**src/rtl/rsa_seq_ctrl.sv**
```systemverilog
// rsa_seq_ctrl: job sequencer that configures the RSA array, meters X/Y words in and results out.
module rsa_seq_ctrl #(
  parameter int IN_LEN  = 8,
  parameter int OUT_LEN = 8,
  parameter int DIM_W   = 4,
  parameter int CNT_W   = 8
) (
  input  logic               clk,
  input  logic               sys_rst,
  input  logic               cmd_val,
  output logic               cmd_rdy,
  input  logic [DIM_W-1:0]   cmd_m,
  input  logic [DIM_W-1:0]   cmd_n,
  input  logic [DIM_W-1:0]   cmd_k,
  output logic               busy,
  output logic               done,
  output logic               err,
  output logic               init_val,
  output logic [IN_LEN-1:0]  init_data,
  input  logic               init_rdy,
  input  logic               xs_val,
  input  logic [IN_LEN-1:0]  xs_data,
  output logic               xs_rdy,
  output logic               Xin_val,
  output logic [IN_LEN-1:0]  Xin_data,
  input  logic               Xin_rdy,
  input  logic               ys_val,
  input  logic [IN_LEN-1:0]  ys_data,
  output logic               ys_rdy,
  output logic               Yin_val,
  output logic [IN_LEN-1:0]  Yin_data,
  input  logic               Yin_rdy,
  input  logic               out_val,
  input  logic [OUT_LEN-1:0] out_data,
  output logic               out_rdy,
  output logic               res_val,
  output logic [OUT_LEN-1:0] res_data,
  input  logic               res_rdy
);
  typedef enum logic [2:0] {IDLE, INIT, STREAM, DRAIN, DONE} state_t;
  state_t state_q, state_d;
  logic [DIM_W-1:0] n_q, n_d, k_q, k_d;
  logic [CNT_W-1:0] xt_q, xt_d, yt_q, yt_d, ot_q, ot_d;
  logic [CNT_W-1:0] xc_q, xc_d, yc_q, yc_d, oc_q, oc_d;
  logic [1:0] idx_q, idx_d;
  logic [IN_LEN-1:0] init_data_q, init_data_d;
  logic err_q, err_d;
  logic x_open, y_open, r_open, zero_dim;
  assign x_open    = (state_q == STREAM) && (xc_q < xt_q);
  assign y_open    = (state_q == STREAM) && (yc_q < yt_q);
  assign r_open    = ((state_q == STREAM) || (state_q == DRAIN)) && (oc_q < ot_q);
  assign zero_dim  = (cmd_m == '0) || (cmd_n == '0) || (cmd_k == '0);
  assign cmd_rdy   = state_q == IDLE;
  assign busy      = state_q != IDLE;
  assign done      = state_q == DONE;
  assign err       = err_q;
  assign init_val  = state_q == INIT;
  assign init_data = init_data_q;
  assign Xin_val   = xs_val && x_open;
  assign xs_rdy    = Xin_rdy && x_open;
  assign Xin_data  = xs_data;
  assign Yin_val   = ys_val && y_open;
  assign ys_rdy    = Yin_rdy && y_open;
  assign Yin_data  = ys_data;
  assign res_val   = out_val && r_open;
  assign out_rdy   = res_rdy && r_open;
  assign res_data  = out_data;
  always_comb begin
    state_d     = state_q;
    n_d         = n_q;
    k_d         = k_q;
    xt_d        = xt_q;
    yt_d        = yt_q;
    ot_d        = ot_q;
    xc_d        = xc_q + CNT_W'(Xin_val && Xin_rdy);
    yc_d        = yc_q + CNT_W'(Yin_val && Yin_rdy);
    oc_d        = oc_q + CNT_W'(res_val && res_rdy);
    idx_d       = idx_q;
    init_data_d = init_data_q;
    err_d       = (state_q == IDLE) && cmd_val && zero_dim;
    case (state_q)
      IDLE: begin
        xc_d  = '0;
        yc_d  = '0;
        oc_d  = '0;
        idx_d = '0;
        if (cmd_val && !zero_dim) begin
          n_d         = cmd_n;
          k_d         = cmd_k;
          xt_d        = CNT_W'(cmd_m) * CNT_W'(cmd_n);
          yt_d        = CNT_W'(cmd_k) * CNT_W'(cmd_n);
          ot_d        = CNT_W'(cmd_m) * CNT_W'(cmd_k);
          init_data_d = IN_LEN'(cmd_m);
          state_d     = INIT;
        end
      end
      INIT: if (init_rdy) begin
        idx_d       = idx_q + 2'd1;
        init_data_d = (idx_q == 2'd0) ? IN_LEN'(n_q) :
                      (idx_q == 2'd1) ? IN_LEN'(k_q) :
                      (idx_q == 2'd2) ? IN_LEN'(ot_q) : '0;
        state_d     = (idx_q == 2'd3) ? STREAM : INIT;
      end
      STREAM: state_d = (xc_q == xt_q && yc_q == yt_q) ? DRAIN : STREAM;
      DRAIN:  state_d = (oc_q == ot_q) ? DONE : DRAIN;
      default: state_d = IDLE;
    endcase
  end
  always_ff @(posedge clk or negedge sys_rst) begin
    if (!sys_rst) begin
      state_q     <= IDLE;
      n_q         <= '0;
      k_q         <= '0;
      xt_q        <= '0;
      yt_q        <= '0;
      ot_q        <= '0;
      xc_q        <= '0;
      yc_q        <= '0;
      oc_q        <= '0;
      idx_q       <= '0;
      init_data_q <= '0;
      err_q       <= 1'b0;
    end else begin
      state_q     <= state_d;
      n_q         <= n_d;
      k_q         <= k_d;
      xt_q        <= xt_d;
      yt_q        <= yt_d;
      ot_q        <= ot_d;
      xc_q        <= xc_d;
      yc_q        <= yc_d;
      oc_q        <= oc_d;
      idx_q       <= idx_d;
      init_data_q <= init_data_d;
      err_q       <= err_d;
    end
  end
endmodule
```
**config.mk**
```make
export PLATFORM = sky130hd
export DESIGN_NAME = rsa_seq_ctrl
export DESIGN_NICKNAME = d
export VERILOG_FILES = /design/src/rtl/rsa_seq_ctrl.sv
export SDC_FILE = /design/constraint.sdc
export NUM_CORES = 1
export LEC_CHECK = 0
export BUFFER_PORTS_ARGS = -buffer_cell sky130_fd_sc_hd__buf_2
export CORE_MARGIN = 4
export CORE_UTILIZATION = 35
export CTS_CLUSTER_DIAMETER = 120
export CTS_CLUSTER_SIZE = 25
export DETAILED_ROUTE_END_ITERATION = 8
export SYNTH_ARGS = -nofsm -noshare
export SYNTH_HDL_FRONTEND = slang
export SYNTH_SLANG_ARGS = --single-unit
```
**constraint.sdc**
```tcl
create_clock -name clk -period 2.6 [get_ports clk]
set_clock_uncertainty 0.2 [all_clocks]
set_input_delay 0.52 -clock clk [delete_from_list [all_inputs] [get_ports clk]]
set_output_delay 0.52 -clock clk [all_outputs]
set_load 0.01 [all_outputs]
```
==> run summary <==
## Setup path
• Worst Path Class, Setup: flop to primary output
• critical path cell sequence: ha_4 > nor2b_4 > o21a_1 > o21ai_2 > a21oi_2 > buf_4 > nor4b_4 > buf_2
• endpoint class of the critical path: primary output
• Critical-path top delay cell: sky130_fd_sc_hd__dfrtp_1
• worst reg-to-reg setup slack: -0.16 ns
• Crit path required time: 1.88 ns
• largest stage delay on the critical path: 0.43 ns
• reg2reg end: yc_q[7]
• total buffers and inverters traversed by the critical path: 2
• Worst R2R Start: yc_q[1]
• Arrival @ worst endpoint: 2.04 ns
• type of element launching the critical path: flop
• kind of cell adding the most delay to the critical path: flip-flops
• number of cells traversed by the worst register-to-register path: 12
• path length in cells of the critical path: 8
• CP Max Fanout: 2

## Yosys
• cell accounting for the most synthesized area: sky130_fd_sc_hd__dfrtp_1
• count of distinct cell types in the synthesized netlist: 46
• top flip-flop cell by instance count after synthesis: sky130_fd_sc_hd__dfrtp_1
• ranking of synthesized cells by instance count: sky130_fd_sc_hd__dfrtp_1 (70), sky130_fd_sc_hd__ha_1 (70), sky130_fd_sc_hd__nand2_1 (54), sky130_fd_sc_hd__inv_1 (50), sky130_fd_sc_hd__and2_1 (42)
• portion of netlist area occupied by mux cells: 6.03%
• Post-synth ARST share: 100%
• dominant combinational cell family by area after synthesis: adder cells
• xor/xnor cell area share of the yosys netlist: 4.87%
• fraction of the mapped netlist area in simple logic gates: 18.7%
• post-synth design cell area: 0.00540 sq mm
• adder and majority gate portion of the synthesized area: 20.7%
• number of synthesis warnings: 0
• synthesized netlist net count: 684
• share of the synthesized area in the top cell type: 32.5%
• synthesized instance count: 556
• Avg Inst Size Synth: 9.71 sq um
• post-synthesis compound-gate area fraction: 8.00%
• register bit count reported by yosys: 70
• Post-synth EDFFs: 0
• top cells by area, synth: sky130_fd_sc_hd__dfrtp_1 (32%), sky130_fd_sc_hd__ha_1 (16%), sky130_fd_sc_hd__mux2_4 (5.3%)
• sequential element share of the synthesized area: 32.5%

## Timing
• count of endpoints failing setup in the final report: 17
• maximum clock frequency: 0.362 GHz
• worst hold slack: -0.00266 ns
• Hold Violations, Final: 1
• number of pins exceeding their max-slew limit in the final report: 0
• minimum setup slack in the final design: -0.164 ns
• max_slew headroom: 70.6%
• worst slew pin tran: 0.440 ns
• time the worst path needs with I/O delays and setup: 2.76 ns
• period utilisation layout: 106%
• unrepaired setup endpoints after global routing: true
• final total negative setup slack: -1.58 ns

## Finish
• final standard cell area without fillers: 0.00691 sq mm
• area occupied by multi-input gates: 0.00354 sq mm
• final instance count without filler cells: 838
• utilization of the core after routing: 45.6%
• synthesis-to-finish area growth: 28.1%
• Antenna Diode Count: 0
• area used by sequential logic in the layout: 0.00175 sq mm
• FILL cells: 1379
• nets@finish: 773
• share of final-layout standard cells stronger than drive strength 1: 37.4%

## Floorplanning
• die width: 132 microns
• Initial Utilization: 35.6%
• cell row count: 45
• number of ports placed on the die boundary: 89
• Die Outline Area: 0.0175 sq mm
• CORE AREA: 0.0151 sq mm
• vertical extent of the die: 132 microns

## Placement
• area post-placement: 0.00609 sq mm
• count of placed standard cells including taps: 806
• Detailed Place HPWL: 9040 microns
• placer's final routability congestion estimate: 0.831
• worst-case setup slack after placement: -0.596 ns
• count of buffers from port buffering: 40

## Run status
• violations in the final reports: hold timing, setup timing
• status: complete, but fails checks

## Global routing
• total congestion overflow: 0
• vias in the first global route: 4031
• aggregate global-route resource usage: 13.8%
• number of antenna violations at the first check in global routing: 0
• largest net degree at the start of global routing: 71
• global-route wire length before repair: 19900 microns

## Clock network
• CTS hold repair buffers: 0
• number of buffers inserted during clock tree synthesis: 9
• CTS HTree Levels: 3
• Num Clock Sinks: 70
• clock-pin slew of the registers on the worst-case setup and hold paths: 0.06 ns
• Max Buffers Root-to-Sink: 2
• Clock Root Buffer: sky130_fd_sc_hd__clkbuf_16
• TritonCTS clock tree: done
• Clk Latency, worst-skew pair: 0.33 ns

## Power
• leakage power: 3.40 nW
• power per cell area: 741 mW/mm^2
• worst vdd rail ir drop: 407 uV

## Detailed routing
• Routed WL: 12000 microns
• initial DRC count: 178
• post-route DRC violation count: 0
• total via count after detailed routing: 3969
• drt via density: 4.74
• length of the first detailed-routing pass in iterations: 4
• average wire length per cell after detail routing: 14.3 microns
• antenna violation net count after detailed routing: 0

## Job
• max cap viols: 0

## Min path
• Hold/Removal Path Class: primary input to asynchronous set/reset pin

-- layout make-up --
type | count | share of cell area (%)
timing repair buffer | 122 | 13.0
clock inverter | 6 | 0.905
clock buffer | 10 | 3.31
tap | 188 | 3.40
multi-input combinational | 391 | 51.2
inverter | 51 | 2.84
sequential | 70 | 25.3
-- stage by stage --
step	hold slack, ns	power, mW
6_report	-0.00266	5.12
5_1_grt	0.0295	5.51
4_1_cts	0.0139	5.01
2_1_floorplan	0.0244	3.01
3_3_place_gp	0.274	3.56
3_5_place_dp	0.274	3.62
-- cells in the final DEF, fill, tap and decap left out, types with 4 or more instances in the layout --
cell | Yosys | layout
sky130_fd_sc_hd__o21bai_1 | 4 | 4
sky130_fd_sc_hd__nand2_1 | 54 | 46
sky130_fd_sc_hd__clkbuf_16 | 0 | 9
sky130_fd_sc_hd__nand2_2 | 0 | 5
sky130_fd_sc_hd__buf_6 | 5 | 9
sky130_fd_sc_hd__ha_4 | 0 | 14
sky130_fd_sc_hd__inv_2 | 0 | 13
sky130_fd_sc_hd__o21ai_1 | 2 | 15
sky130_fd_sc_hd__dfrtp_1 | 70 | 70
sky130_fd_sc_hd__xor2_1 | 25 | 23
sky130_fd_sc_hd__nor2b_1 | 5 | 4
sky130_fd_sc_hd__xnor2_1 | 5 | 5
sky130_fd_sc_hd__buf_4 | 24 | 79
sky130_fd_sc_hd__fa_1 | 12 | 7
sky130_fd_sc_hd__fa_2 | 0 | 5
sky130_fd_sc_hd__mux2i_1 | 4 | 4
sky130_fd_sc_hd__nor2_1 | 29 | 26
sky130_fd_sc_hd__a21oi_2 | 1 | 12
sky130_fd_sc_hd__ha_1 | 70 | 52
sky130_fd_sc_hd__buf_2 | 5 | 31
sky130_fd_sc_hd__nand3_1 | 14 | 11
sky130_fd_sc_hd__a21oi_1 | 24 | 13
sky130_fd_sc_hd__and3_1 | 8 | 6
sky130_fd_sc_hd__ha_2 | 0 | 4
sky130_fd_sc_hd__mux2_4 | 19 | 19
sky130_fd_sc_hd__nand4_1 | 5 | 5
sky130_fd_sc_hd__and2_1 | 42 | 42
sky130_fd_sc_hd__o21ai_0 | 27 | 11
sky130_fd_sc_hd__a21o_1 | 7 | 7
sky130_fd_sc_hd__nand3b_1 | 5 | 5
sky130_fd_sc_hd__inv_1 | 50 | 37
-- worst max-delay path by stage --
stage | startpoint | end | slack [ns]
finish | yc_q[1] | Yin_val | -0.16
global route | yc_q[1] | yc_q[6] | -0.27
CTS | yc_q[1] | Yin_val | -0.23
detailed placement | cmd_n[3] | yt_q[7] | -0.60
global placement | cmd_n[3] | yt_q[7] | -0.47
floorplan | cmd_n[3] | yt_q[7] | -0.36
-- report_power, final --
group	switching, mW	internal (mW)	total (mW)
clock network	0.474	0.739	1.21
logic	1.15	1.18	2.33
registers	0.200	1.38	1.58
total	1.82	3.30	5.12
-- sequential cells by signal (all words and copies together), names as in the netlist --
signal     cells
init_data      8
oc_q           8
ot_q           8
xc_q           8
xt_q           8
yc_q           8
yt_q           8
k_q            4
n_q            4
state_q        3
idx_q          2
err            1
-- logic make-up (layout without fill, tap and decap cells) --
group / Yosys count / in the layout
and+or+nand+nor: 182 / 182
AOI/OAI and AO/OA: 74 / 74
DFF: 70 / 70
buffers and inverters: 95 / 189
xor gates and xnor gates: 30 / 30
muxes: 23 / 23
adders and majority gates: 82 / 82
-- per-layer routing --
metal	global-route usage [%]	vias to the layer above	share of wire [%]
li1	-	2014	-
met1	19.7	1873	49
met2	21.2	68	46
met3	2.67	14	3.5
met4	4.62	0	1.8
met5	0	-	0
-- repair_timing --
action,in CTS,in global routing
setup endpoints to repair,23,37
endpoints found under the hold margin,0,0
setup buffers,6,10
pin swaps,29,38
resized for setup,53,45
Note: power is estimated with default switching activity, not from simulation.
